`config.mk`:
```
export PLATFORM = sky130hd
export DESIGN_NAME = adder_pipe_nbit
export DESIGN_NICKNAME = d
export VERILOG_FILES = /design/src/rtl/adder_pkg.sv /design/src/rtl/adder_pipe_seg.sv /design/src/rtl/adder_pipe_nbit.sv
export SDC_FILE = /design/constraint.sdc
export NUM_CORES = 1
export LEC_CHECK = 0
export CAP_MARGIN = 5
export CORE_MARGIN = 2
export CORE_UTILIZATION = 48
export CTS_CLUSTER_DIAMETER = 30
export CTS_CLUSTER_SIZE = 28
export DETAILED_ROUTE_END_ITERATION = 10
export PLACE_DENSITY = 0.76
export SLEW_MARGIN = 20
export SYNTH_ARGS = -nofsm -noshare
export SYNTH_HDL_FRONTEND = slang
export SYNTH_HIERARCHICAL = 1
export SYNTH_SLANG_ARGS = --single-unit
```
`constraint.sdc`:
```
create_clock -name clk -period 2.57 [get_ports clk]
set_clock_uncertainty 0.1 [all_clocks]
set_input_delay 0.514 -clock clk [delete_from_list [all_inputs] [get_ports clk]]
set_output_delay 0.514 -clock clk [all_outputs]
set_load 0.05 [all_outputs]
```
`src/rtl/adder_pkg.sv`:
```
// -----------------------------------------------------------------------------
// adder_pkg
//   Shared definitions for the pipelined adder/subtractor:
//     - operation mode encodings carried alongside each beat
//     - helpers that split an N-bit carry chain into STAGES segments
// -----------------------------------------------------------------------------
package adder_pkg;

    localparam logic [1:0] ADD_WRAP = 2'b00;
    localparam logic [1:0] ADD_USAT = 2'b01;
    localparam logic [1:0] ADD_SSAT = 2'b10;
    localparam logic [1:0] SUB_WRAP = 2'b11;

    // Segment width: ceil(n / stages).
    function automatic int seg_width(input int n, input int stages);
        return (n + stages - 1) / stages;
    endfunction

    // Lowest bit handled by segment k, clamped to n so that trailing segments
    // of an uneven split come out empty rather than out of range.
    function automatic int seg_lo(input int n, input int stages, input int k);
        int lo;
        lo = k * seg_width(n, stages);
        return (lo > n) ? n : lo;
    endfunction

    // Number of bits added by segment k (last one truncated, may be 0).
    function automatic int seg_len(input int n, input int stages, input int k);
        return seg_lo(n, stages, k + 1) - seg_lo(n, stages, k);
    endfunction

endpackage

```
`src/rtl/adder_pipe_seg.sv`:
```
// -----------------------------------------------------------------------------
// adder_pipe_seg
//   One carry-chain segment: a WK-bit adder with carry in/out, followed by a
//   valid bit and a PW-bit payload register that advance together on en.
//   The adder result is exposed combinationally; the parent decides what of it
//   goes into the payload (partial sum and carry, or the finished result).
//
//   Ports
//     clk, rst   clock, synchronous active-high reset
//     en         pipeline advance; register holds when low
//     valid_i    beat valid entering this segment
//     a_i, b_i   WK-bit operand slices
//     cin_i      carry into this slice
//     pay_i      payload to register
//     s_o, c_o   slice sum and carry out (combinational)
//     valid_o    registered valid
//     pay_o      registered payload
// -----------------------------------------------------------------------------
module adder_pipe_seg #(
    parameter int WK = 1,
    parameter int PW = 1
) (
    input  logic          clk,
    input  logic          rst,
    input  logic          en,
    input  logic          valid_i,
    input  logic [WK-1:0] a_i,
    input  logic [WK-1:0] b_i,
    input  logic          cin_i,
    input  logic [PW-1:0] pay_i,
    output logic [WK-1:0] s_o,
    output logic          c_o,
    output logic          valid_o,
    output logic [PW-1:0] pay_o
);

    assign {c_o, s_o} = {1'b0, a_i} + {1'b0, b_i} + {{WK{1'b0}}, cin_i};

    // NOTE: sequential state uses non-blocking assignments so every segment
    // samples its neighbour's old value on the same edge.
    // NOTE: the payload is reset as well as the valid bit because the final
    // segment's payload drives sum/cout/ovf/tag_out, which must read 0 after reset.
    always_ff @(posedge clk) begin
        if (rst) begin
            valid_o <= 1'b0;
            pay_o   <= '0;
        end else if (en) begin
            valid_o <= valid_i;
            pay_o   <= pay_i;
        end
    end

endmodule

```
`src/rtl/adder_pipe_nbit.sv`:
```
// -----------------------------------------------------------------------------
// adder_pipe_nbit
//   Pipelined N-bit adder/subtractor with valid/ready on both sides. The carry
//   chain is cut into STAGES registered segments; each beat carries its own
//   mode and a user tag. Latency is STAGES advancing cycles, throughput one
//   beat per cycle while the consumer is ready.
//
//   Ports
//     clk, rst             clock, synchronous active-high reset
//     in_valid, in_ready   operand handshake
//     a, b                 N-bit operands
//     mode                 ADD_WRAP / ADD_USAT / ADD_SSAT / SUB_WRAP
//     tag_in               user tag, returned with the result
//     out_valid, out_ready result handshake
//     sum                  N-bit result (saturated in the saturating modes)
//     cout                 raw carry out of the MSB (subtract: 1 = no borrow)
//     ovf                  overflow for the selected mode
//     tag_out              tag of the current result beat
// -----------------------------------------------------------------------------
module adder_pipe_nbit
    import adder_pkg::*;
#(
    parameter int N      = 10,
    parameter int STAGES = 2,
    parameter int TAG_W  = 4
) (
    input  logic             clk,
    input  logic             rst,
    input  logic             in_valid,
    output logic             in_ready,
    input  logic [N-1:0]     a,
    input  logic [N-1:0]     b,
    input  logic [1:0]       mode,
    input  logic [TAG_W-1:0] tag_in,
    output logic             out_valid,
    input  logic             out_ready,
    output logic [N-1:0]     sum,
    output logic             cout,
    output logic             ovf,
    output logic [TAG_W-1:0] tag_out
);

    // Intermediate payload: {a, b-as-added, partial sum, carry, mode, tag}.
    localparam int MID_W = 3 * N + 3 + TAG_W;
    // Final payload: {sum, cout, ovf, tag}.
    localparam int FIN_W = N + 2 + TAG_W;

    // The whole pipeline moves as one; a stalled output freezes every stage,
    // so in_ready depends only on the output register and out_ready.
    logic adv;
    assign adv      = ~out_valid | out_ready;
    assign in_ready = adv;

    for (genvar k = 0; k < STAGES; k++) begin : g_stage
        localparam int  LO   = seg_lo(N, STAGES, k);
        localparam int  LEN  = seg_len(N, STAGES, k);
        localparam int  WK   = (LEN > 0) ? LEN : 1;
        localparam bit  LAST = (k == STAGES - 1);
        localparam int  PW   = LAST ? FIN_W : MID_W;

        logic             v_i;
        logic [N-1:0]     a_i;
        logic [N-1:0]     bx_i;
        logic [N-1:0]     part_i;
        logic             c_i;
        logic [1:0]       m_i;
        logic [TAG_W-1:0] t_i;

        if (k == 0) begin : g_src
            // Subtract is a + ~b + 1: invert b once here and seed the carry.
            assign v_i    = in_valid;
            assign a_i    = a;
            assign bx_i   = (mode == SUB_WRAP) ? ~b : b;
            assign part_i = '0;
            assign c_i    = (mode == SUB_WRAP);
            assign m_i    = mode;
            assign t_i    = tag_in;
        end else begin : g_src
            assign v_i = g_stage[k-1].v_q;
            assign {a_i, bx_i, part_i, c_i, m_i, t_i} = g_stage[k-1].pay_q;
        end

        logic [WK-1:0] s_seg;
        logic          c_seg;
        logic          v_q;
        logic [PW-1:0] pay_d;
        logic [PW-1:0] pay_q;

        adder_pipe_seg #(
            .WK (WK),
            .PW (PW)
        ) u_seg (
            .clk     (clk),
            .rst     (rst),
            .en      (adv),
            .valid_i (v_i),
            .a_i     (WK'(a_i >> LO)),
            .b_i     (WK'(bx_i >> LO)),
            .cin_i   (c_i),
            .pay_i   (pay_d),
            .s_o     (s_seg),
            .c_o     (c_seg),
            .valid_o (v_q),
            .pay_o   (pay_q)
        );

        // An empty trailing segment (uneven split) adds nothing: its slice
        // shifts out to zero and the incoming carry passes straight through.
        logic [N-1:0] part_o;
        logic         c_o;
        assign part_o = part_i | (N'(s_seg) << LO);
        assign c_o    = (LEN > 0) ? c_seg : c_i;

        if (LAST) begin : g_fin
            logic [N-1:0] sum_f;
            logic         ovf_f;
            logic         sovf;

            // NOTE: every variable gets a value before the case so no path
            // leaves one unassigned and a latch is never inferred.
            always_comb begin
                sovf  = (a_i[N-1] == bx_i[N-1]) && (part_o[N-1] != a_i[N-1]);
                sum_f = part_o;
                ovf_f = sovf;
                case (m_i)
                    ADD_USAT: begin
                        ovf_f = c_o;
                        if (c_o) sum_f = '1;
                    end
                    ADD_SSAT: begin
                        // Clamp toward the sign of A: +max or -max-1.
                        if (sovf) sum_f = a_i[N-1] ? {1'b1, {(N-1){1'b0}}}
                                                   : {1'b0, {(N-1){1'b1}}};
                    end
                    default: ;
                endcase
            end

            assign pay_d = {sum_f, c_o, ovf_f, t_i};
        end else begin : g_mid
            assign pay_d = {a_i, bx_i, part_o, c_o, m_i, t_i};
        end
    end

    assign out_valid                 = g_stage[STAGES-1].v_q;
    assign {sum, cout, ovf, tag_out} = g_stage[STAGES-1].pay_q;

endmodule
```
==> flow_metrics.py, run 1 <==
metrics = {
    "outcome": {
        "status": "complete, but fails checks",
        "violations": "setup timing",
    },
    "detailed_routing": {
        "avgRoutedWirePerCell_microns": 11.38,
        "firstDrtPassIters": 4,
        "vias_per_cell": 4.738,
        "drc": 0,
        "antenna_left": 0,
        "routed_wl_mm": 4.381,
        "dr.first_iter.drc_count": 131,
        "via_count": 1824,
    },
    "layout": {
        "final_design_area_no_fill_sq_mm": 0.003188,
        "insertedDiodeCount": 0,
        "area_delta_synth_final_pct": 30.13,
        "final_layout_size_suffix_gt1_share_pct": 17.14,
        "nets": 358,
        "final_cells": 385,
        "fin_util_pct": 63.64,
    },
    "global_routing": {
        "grt_max_degree": 46,
        "track_usage_pct": 16.65,
        "antenna_found_initial": 0,
        "grt_remaining_overflow": 0,
        "grt_pass1_wl_mm": 7.286,
        "grt_pass1_vias": 1663,
    },
    "placement": {
        "gp_congestion": 0.7624,
        "port_buffers": 47,
        "place_hpwl_mm": 3.255,
        "placedInstanceArea_sq_mm": 0.003033,
        "pre_cts_ws_ns": -0.2495,
        "dp.cells": 374,
    },
    "floorplan": {
        "start_util_pct": 48.90,
        "core-area_sq_mm": 0.005010,
        "die_area_sq_mm": 0.005691,
        "num_rows": 26,
        "ios": 48,
        "die_y_microns": 75.44,
        "die_w_microns": 75.44,
    },
    "critical_path": {
        "crit_required_ns": 2.64,
        "cp_max_fo": 5,
        "reg2reg_setup_slack_ns": -0.19,
        "arrival_ns": 2.83,
        "cp-start-kind": "flip-flop",
        "path_class": "reg -> reg",
        "end_kind": "flip-flop",
    },
    "pwr": {
        "pwr-share-comb_pct": 31.4,
        "p_sw_share_pct": 31.82,
        "peakVddDrop_v": 0.0003096,
        "intPower_mw": 1.226,
        "p_sw_mw": 0.5723,
        "p_total_mw": 1.798,
        "seq_power_share_pct": 44.6,
        "power_density_mw_per_mm2": 564.1,
        "power_leakage_nw": 1.596,
        "p_clk_share_pct": 24.0,
    },
    "logic_synthesis": {
        "avgSynthCellArea_sq_um": 9.570,
        "syn-instance-count": 256,
        "yosysWarnings": 6,
        "synth_area_sq_mm": 0.002450,
    },
    "timing": {
        "rsz0062_at_grt": "true",
        "hold_viol": 0,
        "min_period_over_period_pct": 107.4,
        "tightest_slew_ns": 0.5113,
        "setup_tns_ns": -1.062,
        "setup_viol_count_final": 11,
        "fmax_ghz": 0.3624,
        "fin_hold_ws_ns": 0.3984,
        "slew_headroom_pct": 65.81,
        "finalCriticalPeriod_ns": 2.760,
        "worst_slack_ns": -0.1896,
        "slew_viol_final": 0,
    },
    "clock_tree": {
        "cts_max_level": 2,
        "holdBufCountCts": 0,
        "cts_buffers": 5,
        "cts.path.max_buffers": 2,
        "clk_latency_ns": 0.30,
        "clk_pin_slew_ns": 0.09,
        "cts_root_buf": "clkbuf_8",
        "clock-sinks": 45,
        "cts_tree": "built",
    },
    "job": {
        "cap_violations": 0,
    },
    "hold_path": {
        "hp-class": "reg -> reg",
    },
}
-- worst paths after layout --
kind,start,to,depth (start not counted)
max,g_stage[0].u_seg/pay_o[32]$_SDFFE_PP0P_,g_stage[1].u_seg/pay_o[7]$_SDFFE_PP0P_,14
min,g_stage[0].u_seg/valid_o$_SDFFE_PP0P_,g_stage[0].u_seg/valid_o$_SDFFE_PP0P_,2
min reg2reg,g_stage[0].u_seg/valid_o$_SDFFE_PP0P_,g_stage[0].u_seg/valid_o$_SDFFE_PP0P_,2
max reg2reg,g_stage[0].u_seg/pay_o[32]$_SDFFE_PP0P_,g_stage[1].u_seg/pay_o[7]$_SDFFE_PP0P_,14
-- metal layers --
metal	vias up	GRT usage [%]	part of all wire, %
li1	953	-	-
met1	834	22.50	47
met2	33	25.89	48
met3	4	3.704	3.6
met4	0	6.628	1.4
met5	-	0	0
-- worst max-delay path, stage by stage, from the launching register on --
cell and delay [ns]:
dfxtp_2 0.33, inv_2 0.06, fa_2 0.20, inv_2 0.04, fa_2 0.33, a21o_1 0.17
a21oi_2 0.17, xnor2_2 0.11, or2_1 0.26, o221a_4 0.24, nor4_4 0.19, buf_4 0.18
nor3_1 0.05, mux2i_1 0.14, nor2_1 0.06
-- registers in the layout, indices dropped and copies added, names as in the netlist --
name and count:
g_stage.u_seg/pay_o 43, g_stage.u_seg/valid_o 2
-- layout by cell type (no fill, tap or decap), types with 5 or more instances in the layout --
cell type,count
buf_4,13
nor3_1,7
xnor2_1,13
clkdlybuf4s50_1,46
inv_1,9
clkbuf_8,5
dfxtp_1,42
ha_1,10
mux2i_1,45
nor2_1,55
nor2b_1,7
conb_1,5
-- cell type report --
cell class | count | area [sq um]
fillers | 437 | 1822
multi-input cells | 187 | 1448
flip-flops and latches | 45 | 904.6
repair buffers | 62 | 609.3
well taps | 70 | 87.58
clock buffers | 5 | 68.82
inverters | 13 | 48.80
clock inverters | 3 | 21.27
-- power by group through the flow --
stage	Sequential, mW	Combinational, mW	Clock (mW)
2_1_floorplan	0.889	0.300	0
3_3_place_gp	0.814	0.531	0
3_5_place_dp	0.817	0.542	0
4_1_cts	0.801	0.556	0.448
5_1_grt	0.811	0.620	0.475
6_report	0.802	0.564	0.432
-- what timing repair did --
action	in CTS	in global routing
endpoints found under the hold margin	0	0
resized for setup	3	11
setup endpoints to repair	10	12
setup buffers	2	1
pin swaps	7	5
gates cloned	0	0
Note: power is estimated with default switching activity, not from simulation.
==> inputs of run 2 (changes only) <==
--- a/config.mk
+++ b/config.mk
@@ -11,6 +11,7 @@
 export CTS_CLUSTER_DIAMETER = 30
 export CTS_CLUSTER_SIZE = 28
 export DETAILED_ROUTE_END_ITERATION = 10
+export HOLD_SLACK_MARGIN = 0.03
 export PLACE_DENSITY = 0.76
 export SLEW_MARGIN = 20
 export SYNTH_ARGS = -nofsm -noshare
==> results of run 2 <==
Final layout, timing and power as in run 1 (identical DEF).
